[src/rtl/ula_arbitro.sv]
// Round-robin arbiter sharing one 8-bit ULA between two requesters; ops are registered into the ULA,
// results captured one cycle later. Accept-to-response latency 2 cycles; rsp_ready low stalls in RESPONDE.
module ula_arbitro #(
    parameter int DATA_W = 8,
    parameter int OP_W   = 4
) (
    input  logic              clock,
    input  logic              reset,
    input  logic              req0_valid,
    output logic              req0_ready,
    input  logic [DATA_W-1:0] req0_a,
    input  logic [DATA_W-1:0] req0_b,
    input  logic [OP_W-1:0]   req0_op,
    input  logic              req1_valid,
    output logic              req1_ready,
    input  logic [DATA_W-1:0] req1_a,
    input  logic [DATA_W-1:0] req1_b,
    input  logic [OP_W-1:0]   req1_op,
    output logic [DATA_W-1:0] ula_entrada1,
    output logic [DATA_W-1:0] ula_entrada2,
    output logic [OP_W-1:0]   ula_op,
    input  logic [DATA_W-1:0] ula_resultado,
    input  logic [DATA_W-1:0] ula_set,
    input  logic              ula_zero,
    output logic              rsp_valid,
    input  logic              rsp_ready,
    output logic              rsp_id,
    output logic [DATA_W-1:0] rsp_resultado,
    output logic [DATA_W-1:0] rsp_set,
    output logic              rsp_zero
);

    typedef enum logic [1:0] {
        OCIOSO   = 2'd0,
        EXECUTA  = 2'd1,
        RESPONDE = 2'd2
    } estado_t;

    estado_t           estado_q, estado_d;
    logic              prioridade_q, prioridade_d;
    logic [DATA_W-1:0] entrada1_q, entrada1_d;
    logic [DATA_W-1:0] entrada2_q, entrada2_d;
    logic [OP_W-1:0]   op_q, op_d;
    logic              rsp_valid_q, rsp_valid_d;
    logic              rsp_id_q, rsp_id_d;
    logic [DATA_W-1:0] rsp_resultado_q, rsp_resultado_d;
    logic [DATA_W-1:0] rsp_set_q, rsp_set_d;
    logic              rsp_zero_q, rsp_zero_d;

    logic grant_vld;
    logic grant_id;
    logic aceite;

    // With both requesters pending the preferred one wins; otherwise whoever is valid.
    assign grant_vld = req0_valid | req1_valid;
    assign grant_id  = (req0_valid & req1_valid) ? prioridade_q : req1_valid;
    assign aceite    = (req0_valid & req0_ready) | (req1_valid & req1_ready);

    always_ff @(posedge clock) begin
        if (reset) begin
            estado_q <= OCIOSO;
        end else begin
            estado_q <= estado_d;
        end
    end

    always_comb begin
        estado_d = estado_q;
        case (estado_q)
            OCIOSO:   if (aceite) estado_d = EXECUTA;
            EXECUTA:  estado_d = RESPONDE;
            RESPONDE: if (rsp_ready) estado_d = OCIOSO;
            default:  estado_d = OCIOSO;
        endcase
    end

    always_comb begin
        req0_ready = 1'b0;
        req1_ready = 1'b0;
        if (estado_q == OCIOSO && !reset && grant_vld) begin
            req0_ready = (grant_id == 1'b0);
            req1_ready = (grant_id == 1'b1);
        end
    end

    always_comb begin
        prioridade_d    = prioridade_q;
        entrada1_d      = entrada1_q;
        entrada2_d      = entrada2_q;
        op_d            = op_q;
        rsp_id_d        = rsp_id_q;
        rsp_valid_d     = rsp_valid_q;
        rsp_resultado_d = rsp_resultado_q;
        rsp_set_d       = rsp_set_q;
        rsp_zero_d      = rsp_zero_q;
        if (aceite) begin
            entrada1_d   = grant_id ? req1_a  : req0_a;
            entrada2_d   = grant_id ? req1_b  : req0_b;
            op_d         = grant_id ? req1_op : req0_op;
            rsp_id_d     = grant_id;
            prioridade_d = ~grant_id;
        end
        // The ULA has had the registered operands for a full cycle by the end of EXECUTA.
        if (estado_q == EXECUTA) begin
            rsp_resultado_d = ula_resultado;
            rsp_set_d       = ula_set;
            rsp_zero_d      = ula_zero;
            rsp_valid_d     = 1'b1;
        end else if (estado_q == RESPONDE && rsp_ready) begin
            rsp_valid_d = 1'b0;
        end
    end

    always_ff @(posedge clock) begin
        if (reset) begin
            prioridade_q    <= 1'b0;
            entrada1_q      <= '0;
            entrada2_q      <= '0;
            op_q            <= '0;
            rsp_id_q        <= 1'b0;
            rsp_valid_q     <= 1'b0;
            rsp_resultado_q <= '0;
            rsp_set_q       <= '0;
            rsp_zero_q      <= 1'b0;
        end else begin
            prioridade_q    <= prioridade_d;
            entrada1_q      <= entrada1_d;
            entrada2_q      <= entrada2_d;
            op_q            <= op_d;
            rsp_id_q        <= rsp_id_d;
            rsp_valid_q     <= rsp_valid_d;
            rsp_resultado_q <= rsp_resultado_d;
            rsp_set_q       <= rsp_set_d;
            rsp_zero_q      <= rsp_zero_d;
        end
    end

    assign ula_entrada1  = entrada1_q;
    assign ula_entrada2  = entrada2_q;
    assign ula_op        = op_q;
    assign rsp_valid     = rsp_valid_q;
    assign rsp_id        = rsp_id_q;
    assign rsp_resultado = rsp_resultado_q;
    assign rsp_set       = rsp_set_q;
    assign rsp_zero      = rsp_zero_q;

endmodule

[config.mk]
export PLATFORM = sky130hd
export DESIGN_NAME = ula_arbitro
export DESIGN_NICKNAME = d
export VERILOG_FILES = /design/src/rtl/ula_arbitro.sv
export SDC_FILE = /design/constraint.sdc
export NUM_CORES = 1
export LEC_CHECK = 0
export CORE_ASPECT_RATIO = 0.6
export CORE_UTILIZATION = 25
export DETAILED_ROUTE_END_ITERATION = 10
export HOLD_SLACK_MARGIN = 0.03
export RECOVER_POWER = 50
export SYNTH_ARGS = -nofsm -noshare
export SYNTH_HDL_FRONTEND = slang
export SYNTH_SLANG_ARGS = --single-unit
export TNS_END_PERCENT = 1
[constraint.sdc]
create_clock -name clock -period 1.73 [get_ports clock]
set_input_delay 0.4325 -clock clock [delete_from_list [all_inputs] [get_ports clock]]
set_output_delay 0.4325 -clock clock [all_outputs]
set_load 0.005 [all_outputs]
==> metrics.txt, run 1 <==
Post-CTS Hold Buffers=0; antenna cells=0; VDD IR max=about 0.00048 V; I/O Buffers=roughly 100; Unique masters post-synth=22; core area=6248 um^2; Critical Path RT=1.30 ns; most frequent cells in the layout=clkdlybuf4s50_1, nand2_1, dfxtp_1; initial drt markers=83; CP endpoint kind=primary output; Fillers=603; minimum clock period=between 1.5 and 2 ns; crit path launch type=register; RSZ-0062 raised after global routing=true; final setup fails=2; Worst-Margin Slew=roughly 0.28 ns; final setup margin=-0.06599 ns; number of remaining DRC errors=0; pin count of the biggest net entering global routing=22; Die Area=6936 um^2; Slew Limit Headroom=0.8126; fin. max-slew vios=0; chip width=106.9 um; Overflow after GRT=0; max-capacitance violation count=0; synthesized area=1649 um^2; P per Cell Area=827.2 nW/um^2; Clock Skews=0.001882 ns; flop and latch count out of synthesis=42; commonest non-fill, non-tap cell in the layout=clkdlybuf4s50_1; total leakage power=1.111 nW; vias per cell=4.487; initial antenna violation count=0; WL met1=2522 um; syn_nets=between 200 and 300; status=finished with violations; DR WL met2=1858 um; Met3 Wirelength=498 um; gr usage total=0.1470; H-tree depth=2; drt first pass iters=4; worst-skew pair later-pin latency=0.28 ns; Seq/Total Area, Yosys=0.5099; number of global-route vias before repair=about 1,700; die height=64.91 um; Max Clk Rate=between 0.5 and 0.6 GHz; clock transition at the registers of the reported paths=0.08 ns; TritonCTS buffer count=5; Routed WL per cell=12.92 um; Yosys warnings=0; io pins=103; CP Max Fanout=3; Hold Vio Cnt, Final=0; Routed Antenna Nets=0; P&R area growth vs syn=77.77%; top sig layer=met4; row count=22; CTS max path bufs=2; Synth Instances=189; Final Util=0.4692; Crit Path Class=register to primary output; Final HPWL DP=3583 um; Hold Path Class=register to register; Root Buffer=clkbuf_8; layout cell share with drive strength beyond 1=0.1047; first-pass GRT wire length=8017 um; CTS Sinks=42; DP Worst Slack=-0.7517 ns; failing checks=negative setup slack; Post-layout nets=357; Initial Util=0.2639; via count=1,705; syn_area_per_cell=8.725 um^2; CTS tree=yes; GPL Wtd Cong=around 0.71; data arrival time of the critical path=1.36 ns; fin crit share=1.038; final WL=4911 um
-- final timing paths --
kind               start               to  slack (ns)  cells after the start
min reg2reg   rsp_set[1]       rsp_set[1]        0.46                      2
max          estado_q[1]       req1_ready       -0.07                      3
min           rsp_set[1]       rsp_set[1]        0.46                      2
max reg2reg  estado_q[1]  ula_entrada2[1]        0.27                      5
-- flip-flops by register name, summed over array words and instances, names as in the netlist, 2 cells and up --
register and count:
estado_q 2, rsp_resultado 8, rsp_set 8, ula_entrada1 8, ula_entrada2 8, ula_op 4
-- final cells by class --
class | count | area (um^2) | area share
clock buffer | 8 | 110.1 | 0.03756
sequential | 42 | 842.1 | 0.2872
timing repair buffer | 116 | 1134 | 0.3867
tap | 84 | 105.1 | 0.03585
inverter | 1 | 3.754 | 0.001280
multi-input combinational | 129 | 737.0 | 0.2514
-- metrics by stage --
step	instance area [um^2]	cells	power [mW]	hold WS (ns)	setup TNS [ns]
after detailed placement	2806	371	1.716	0.4462	-8.209
after global placement	2806	371	1.716	0.4432	-7.883
final	2932	380	2.425	0.4574	-0.1185
after floorplan	1649	189	1.335	0.4511	0
after CTS	2922	380	2.467	0.4591	-0.1759
after global routing	2932	380	2.569	0.4751	-0.2246
-- routing by layer --
layer,vias up,GRT usage
li1,879,-
met1,754,0.1980
met2,67,0.2177
met3,5,0.06439
met4,0,0.02568
met5,-,0
-- cells in the mapped netlist --
master / number / share of area
inv_1: 1 / 0.0023
clkbuf_1: 10 / 0.023
nor2b_1: 2 / 0.0076
a21oi_1: 20 / 0.061
or3_1: 1 / 0.0038
nor3b_2: 1 / 0.0076
nand2_1: 54 / 0.12
o21ai_0: 1 / 0.0030
and2b_1: 1 / 0.0046
buf_2: 5 / 0.015
nand3b_1: 1 / 0.0046
nor2_1: 2 / 0.0046
a311oi_1: 1 / 0.0053
a221o_1: 20 / 0.12
dfxtp_1: 42 / 0.51
a21o_1: 1 / 0.0046
a211oi_4: 1 / 0.012
nor3_1: 20 / 0.061
nand2b_1: 1 / 0.0038
buf_6: 2 / 0.014
or2_1: 1 / 0.0038
or3b_2: 1 / 0.0053
-- kinds of logic after synthesis --
family / after synthesis / share of synthesized area
AO/OA/AOI/OAI: 44 / 0.2071
buffers and inverters: 18 / 0.05387
flip-flops: 42 / 0.5099
AND/OR/NAND/NOR: 85 / 0.2291
-- critical path: stages (launching register included) --
cell and delay (ns):
dfxtp_2 0.32, or3_4 0.42, nor3b_4 0.20, buf_2 0.14
-- report_power, final --
| part | leakage (nW) | switching [mW] | total [mW] | internal [mW] |
|---|---|---|---|---|
| sequential | 0.345 | 0.0485 | 1.10 | 1.05 |
| combinational | 0.708 | 0.220 | 0.592 | 0.372 |
| clock | 0.0575 | 0.326 | 0.729 | 0.403 |
| total | 1.11 | 0.595 | 2.43 | 1.83 |
-- timing repair --
action / in CTS / in global routing
gates resized for setup: 13 / 3
buffers inserted: 1 / 0
pin swaps: 2 / 1
setup endpoints to repair: 19 / 22
Power figures use the tool's default switching activity.
==> run 2: changes to the inputs <==
--- a/config.mk
+++ b/config.mk
@@ -5,10 +5,13 @@
 export SDC_FILE = /design/constraint.sdc
 export NUM_CORES = 1
 export LEC_CHECK = 0
+export CELL_PAD_IN_SITES_DETAIL_PLACEMENT = 1
+export CELL_PAD_IN_SITES_GLOBAL_PLACEMENT = 1
 export CORE_ASPECT_RATIO = 0.6
 export CORE_UTILIZATION = 25
 export DETAILED_ROUTE_END_ITERATION = 10
 export HOLD_SLACK_MARGIN = 0.03
+export PLACE_DENSITY_LB_ADDON = 0.1
 export RECOVER_POWER = 50
 export SYNTH_ARGS = -nofsm -noshare
 export SYNTH_HDL_FRONTEND = slang
==> constraint.sdc (replaced) <==
create_clock -name clock -period 1.82 [get_ports clock]
set_input_delay 0.455 -clock clock [delete_from_list [all_inputs] [get_ports clock]]
set_output_delay 0.455 -clock clock [all_outputs]
set_load 0.005 [all_outputs]
==> run 2 against run 1 <==
Compared with the run above:
- the run still ends with negative setup slack left
- die area unchanged
- clock power is 21% lower
- total power fell by 9.4%
- worst setup slack improved by 0.045 ns
- global-route usage increased by 2.3 points
- non-clock buffer count is 7 higher
- flip-flop and latch count did not move
- sequential share of layout area is essentially flat
- clock skew grew 0.0018 ns
- worst hold slack lost 0.0030 ns
- core utilization about the same
- cell count grew 1.6%
- largest power group unchanged
- highest routed layer unchanged
==> metrics.txt, run 2 (same netlist as run 1, synthesis figures left out) <==
status=finished with violations; failing checks=negative setup slack; Finished Layout Cells=386 (+1.6%); Max Clk Rate=0.5432 GHz; first-pass GRT wire length=9108 um (+14%); max incr delay on CP=0.41 ns (about the same); minimum clock period=1.841 ns; drt first pass iters=4 (unchanged); crit path launch type=register; Critical Path RT=1.36 ns (+0.06 ns); number of global-route vias before repair=1,812 (+7.1%); layout cell share with drive strength beyond 1=0.1159 (+0.01116); max-capacitance violation count=0 (unchanged); CP Max Fanout=5 (+2); Root Buffer=clkbuf_8; P&R area growth vs syn=77.62% (about the same); most frequent cells in the layout=clkdlybuf4s50_1, nand2_1, dfxtp_1; pin count of the biggest net entering global routing=22 (unchanged); Post-CTS Hold Buffers=0 (unchanged); initial drt markers=49 (-41%); gr usage total=0.1702 (+0.02323); worst-path cell chain=or3_4 -> a211oi_4 -> buf_2; Post-layout nets=364 (+2.0%); number of remaining DRC errors=0 (unchanged); Critical-path top delay cell=or3_4; final WL=5594 um (+14%); antenna cells=0 (unchanged); commonest non-fill, non-tap cell in the layout=clkdlybuf4s50_1; Clock Skews=0.003693 ns (+0.001811 ns); via count=1,783 (+4.6%); Hold Vio Cnt, Final=0 (unchanged); P per Cell Area=750.0 nW/um^2 (-9.3%); fin. max-slew vios=0 (unchanged); TritonCTS buffer count=5 (unchanged); worst-skew pair later-pin latency=0.29 ns (about the same); Slew Limit Headroom=0.7627 (-0.04991); RSZ-0062 raised after global routing=true; Initial Util=0.2639 (unchanged); GPL Wtd Cong=0.7040 (-0.89%); Power Total=2.197 mW (-9.4%); dpl cells=370 (-0.27%); CTS max path bufs=2 (unchanged); Overflow after GRT=0 (unchanged); final setup margin=-0.02103 ns (+0.04496 ns); row count=22 (unchanged); Routed Antenna Nets=0 (unchanged); Worst-Margin Slew=0.3560 ns (+0.07487 ns); Hold Path Class=register to register; data arrival time of the critical path=1.39 ns (+0.03 ns); final setup fails=3 (+1); core area=6248 um^2 (unchanged); io pins=103 (unchanged); clock transition at the registers of the reported paths=0.08 ns (about the same); CTS Sinks=42 (unchanged); CP endpoint kind=primary output; fin crit share=1.012; VDD IR max=0.0002534 V (-47%); Crit Path Class=register to primary output; die height=64.91 um (unchanged); vias per cell=4.619 (+2.9%); total leakage power=1.144 nW (+3.0%); H-tree depth=2 (unchanged); I/O Buffers=102 (unchanged); Die Area=6936 um^2 (unchanged); initial antenna violation count=0 (unchanged); chip width=106.9 um (unchanged); CTS tree=yes; Final HPWL DP=3995 um (+11%); Routed WL per cell=14.49 um (+12%)
run 2: cell count changes in the layout (fill, tap and decap cells not counted), sizes merged:
| cell | change |
|---|---|
| buf | +5 |
| clkbuf | +2 |
| dlygate4sd3 | +10 |
| dlymetal6s2s | -1 |
| clkdlybuf4s50 | -10 |
run 2: per-stage QoR:
step                  util  hold slack [ns]  area, um^2  setup TNS, ns  setup slack [ns]
floorplan                -           0.4511        1649              0            0.1019
global placement    0.4479           0.4417        2799         -6.865           -0.7121
detailed placement  0.4479           0.4490        2799         -7.752           -0.7409
CTS                 0.4700           0.4599        2937       -0.03755          -0.02504
global route        0.4688           0.4708        2929        -0.2564          -0.09175
finish              0.4688           0.4544        2929       -0.04839          -0.02103
run 2: critical path, delay by kind of cell (launching register included):
kind	cells	cell delay (ns)
compound gates	1	0.19
flops	1	0.33
simple gates	1	0.41
buf+inv	1	0.17
run 2: final cells by class:
type	count	area, um^2
Timing Repair Buffer	123	1160
Fill cell	738	3319
Sequential cell	42	842.1
Inverter	1	3.754
Multi-Input combinational cell	129	742.0
Tap cell	84	105.1
Clock buffer	7	76.32
run 2: final timing paths:
path / from / endpoint / slack [ns] / cells after the start
min: rsp_resultado[1] / rsp_resultado[1] / 0.45 / 2
min reg2reg: rsp_resultado[1] / rsp_resultado[1] / 0.45 / 2
max reg2reg: estado_q[0] / rsp_id / 0 / 11
max: estado_q[0] / req0_ready / -0.02 / 3
run 2: repair_timing:
| action | 4_1_cts | 5_1_grt |
|---|---|---|
| endpoints found under the setup margin | 5 | 3 |
| gates resized for setup | 17 | 3 |
| hold endpoints to repair | 0 | 0 |
| buffers inserted | 9 | 0 |
| pin swaps | 2 | 1 |
run 2: layer usage:
metal  global-route usage  vias up  part of all wire
li1                     -      895                 -
met1               0.2418      821              0.53
met2               0.2452       62              0.39
met3              0.05332        5             0.074
met4              0.04623        0            0.0068
met5                    0        -                 0
run 2: power breakdown:
group          internal (mW)  switching [mW]  leakage, nW  total [mW]
logic                  0.349           0.219        0.761       0.568
registers               1.00          0.0478        0.345        1.05
clock network          0.265           0.313       0.0383       0.578
==> run 3: changes to the inputs <==
--- a/config.mk
+++ b/config.mk
@@ -10,6 +10,7 @@
 export CORE_ASPECT_RATIO = 0.6
 export CORE_UTILIZATION = 25
 export DETAILED_ROUTE_END_ITERATION = 10
+export GPL_ROUTABILITY_DRIVEN = 0
 export HOLD_SLACK_MARGIN = 0.03
 export PLACE_DENSITY_LB_ADDON = 0.1
 export RECOVER_POWER = 50
==> results of run 3 <==
Same layout as run 2: the final DEF is identical, and so are final timing and power.
==> edit, RTL diff (flow settings as in run 2) <==
The 3 values of `estado_t` get a one-hot encoding in 3 bits.
--- a/src/rtl/ula_arbitro.sv
+++ b/src/rtl/ula_arbitro.sv
@@ -32,6 +32,6 @@
 
-    typedef enum logic [1:0] {
-        OCIOSO   = 2'd0,
-        EXECUTA  = 2'd1,
-        RESPONDE = 2'd2
+    typedef enum logic [2:0] {
+        OCIOSO   = 3'b001,
+        EXECUTA  = 3'b010,
+        RESPONDE = 3'b100
     } estado_t;
Check against the original RTL: no difference found for any inputs over 10 cycles, from zero or initial values and one cycle with reset high; not proved beyond that.
==> edit against run 2 <==
Setup slack gained 0.045 ns; design area grew 10%; sequential share of layout area is 2.0 points lower; total power rose by 22%; area after synthesis up 14%; sequential cell count increased by 1; non-clock buffer count decreased by 3; routed wire length grew 13%; critical endpoint is now req1_ready.
==> edit: results (changes against run 2) <==
share of final-layout standard cells stronger than drive strength 1 -> 17.80% (+6.2 points)
transition time of the tightest slew-check pin -> 0.5959 ns (+0.2399 ns)
GRT Resource Usage Total -> 16.23% (-0.79 points)
DRT Pass-1 Iters -> 4 (unchanged)
status -> finished clean
top post-synthesis cells by area -> sky130_fd_sc_hd__dfxtp_1 46%, sky130_fd_sc_hd__a22oi_2 13%, sky130_fd_sc_hd__nand2_1 11%
detailed-route wire length -> 6.346 mm (+13%)
root cell of the clock tree -> sky130_fd_sc_hd__clkbuf_16
Seq/Total Area, Yosys -> 45.74% (-5.2 points)
Resized cells post-CTS -> 19 (+2)
Data arrival, critical path -> 1.34 ns (-0.05 ns)
vias post-DR -> 1873 (+5.0%)
CP top delay family -> buffers and inverters
# Post-CTS Setup Buffers -> 1 (-8)
final estimated routing congestion in global placement -> 0.7338 (+4.2%)
number of library cell types mapped by synthesis -> 28 (+27%)
worst hold path startpoint -> rsp_set[4]
met3 Track Usage GR -> 3.934% (-1.4 points)
pre-CTS setup slack -> -0.6670 ns (+0.07383 ns)
first-pass GRT wire length -> 10.22 mm (+12%)
reported leakage power -> 1.268 nW (+11%)
number of enable flip-flop cells after synthesis -> 0 (unchanged)
maximum fanout along the worst path -> 5 (unchanged)
count of pins over their slew limit -> 0 (unchanged)
delay of the slowest cell on the worst path -> 0.25 ns (-0.16 ns)
clock latency of the later-clocked register in the worst-skew pair -> 0.28 ns
number of nets in the final layout -> 371 (+1.9%)
largest net degree at the start of global routing -> 25 (+14%)
amount of wire on met3 after detailed routing -> 354 um (-14%)
Net Count, Synth -> 264 (+5.2%)
DP HPWL -> 4.671 mm (+17%)
most area-hungry cell type in the Yosys netlist -> sky130_fd_sc_hd__dfxtp_1
number of design-rule violations left by the first detailed-router iteration -> 67 (+37%)
count of yosys warnings during synthesis -> 0 (unchanged)
worst setup path start -> req0_valid
Ant. Diodes -> 0 (unchanged)
path category of the worst min-delay check -> reg -> reg
Worst VDD drop -> 0.4494 mV (+77%)
routed metal-1 wirelength -> 3.370 mm (+14%)
clock-pin slew of the registers on the worst-case setup and hold paths -> 0.06 ns (-0.02 ns)
fill cell total of the finished layout -> 842 (+14%)
sum of met2 wire segment lengths after detailed routing -> 2.591 mm (+19%)
beginning of the worst register-to-register path -> estado_q[1]
standard cell with the maximum stage delay on the critical path -> sky130_fd_sc_hd__dlygate4sd2_1
most frequent cells after synthesis -> 55 x sky130_fd_sc_hd__nand2_1, 43 x sky130_fd_sc_hd__dfxtp_1, 20 x sky130_fd_sc_hd__o32ai_1
share of flip-flops with an asynchronous set or reset -> 0% (unchanged)
fraction of met2 tracks used by global routing -> 22.90% (-1.6 points)
clock tree skew after final layout -> 0.003479 ns (-0.0002139 ns)
met1 GRT Util -> 24.81% (+0.63 points)
-- edit: cell count changes after synthesis, moves of 2 or more --
cell,run 2,this run
sky130_fd_sc_hd__a221o_1,20,0
sky130_fd_sc_hd__a22oi_2,0,19
sky130_fd_sc_hd__buf_4,0,3
sky130_fd_sc_hd__inv_1,1,4
sky130_fd_sc_hd__nor3_1,20,2
sky130_fd_sc_hd__o31ai_1,0,2
sky130_fd_sc_hd__o32ai_1,0,20
-- edit: logic make-up after synthesis --
kind of cell | synth area share [%]
mux | 0.5319
buf+inv | 6.581
compound gates | 30.39
simple gates | 16.76
flops | 45.74
-- edit: path summary, 6_finish.rpt --
path	to	slack [ns]	cells past startpoint
max	req1_ready	0.02	5
min reg2reg	rsp_set[4]	0.45	2
min	rsp_set[4]	0.45	2
max reg2reg	ula_entrada1[0]	0.17	5
-- edit: where the power goes --
group          switching [mW]  total (mW)  internal (mW)
Sequential             0.0577        1.11           1.05
Clock                   0.353       0.889          0.536
Combinational           0.290       0.691          0.400
Total                   0.701        2.69           1.98
-- edit: cell type report --
type                    instances  share of cell area [%]
multi-input cells             135                   28.47
flip-flops and latches         43                   26.72
repair buffers                120                   35.84
clock inverters                 1                  0.1553
inverters                       4                  0.4660
clock buffers                   6                   4.311
well taps                     104                   4.039
-- edit: stage by stage --
step / instances / util (%) / cell area (um^2) / TNS, ns / hold WS (ns)
floorplan: 202 / - / 1882 / 0 / 0.4527
global placement: 405 / 42.17 / 3064 / -8.455 / 0.4423
detailed placement: 405 / 42.17 / 3064 / -9.369 / 0.4479
CTS: 413 / 44.34 / 3222 / 0 / 0.4568
global route: 413 / 44.34 / 3222 / -0.01584 / 0.4713
finish: 413 / 44.34 / 3222 / 0 / 0.4503
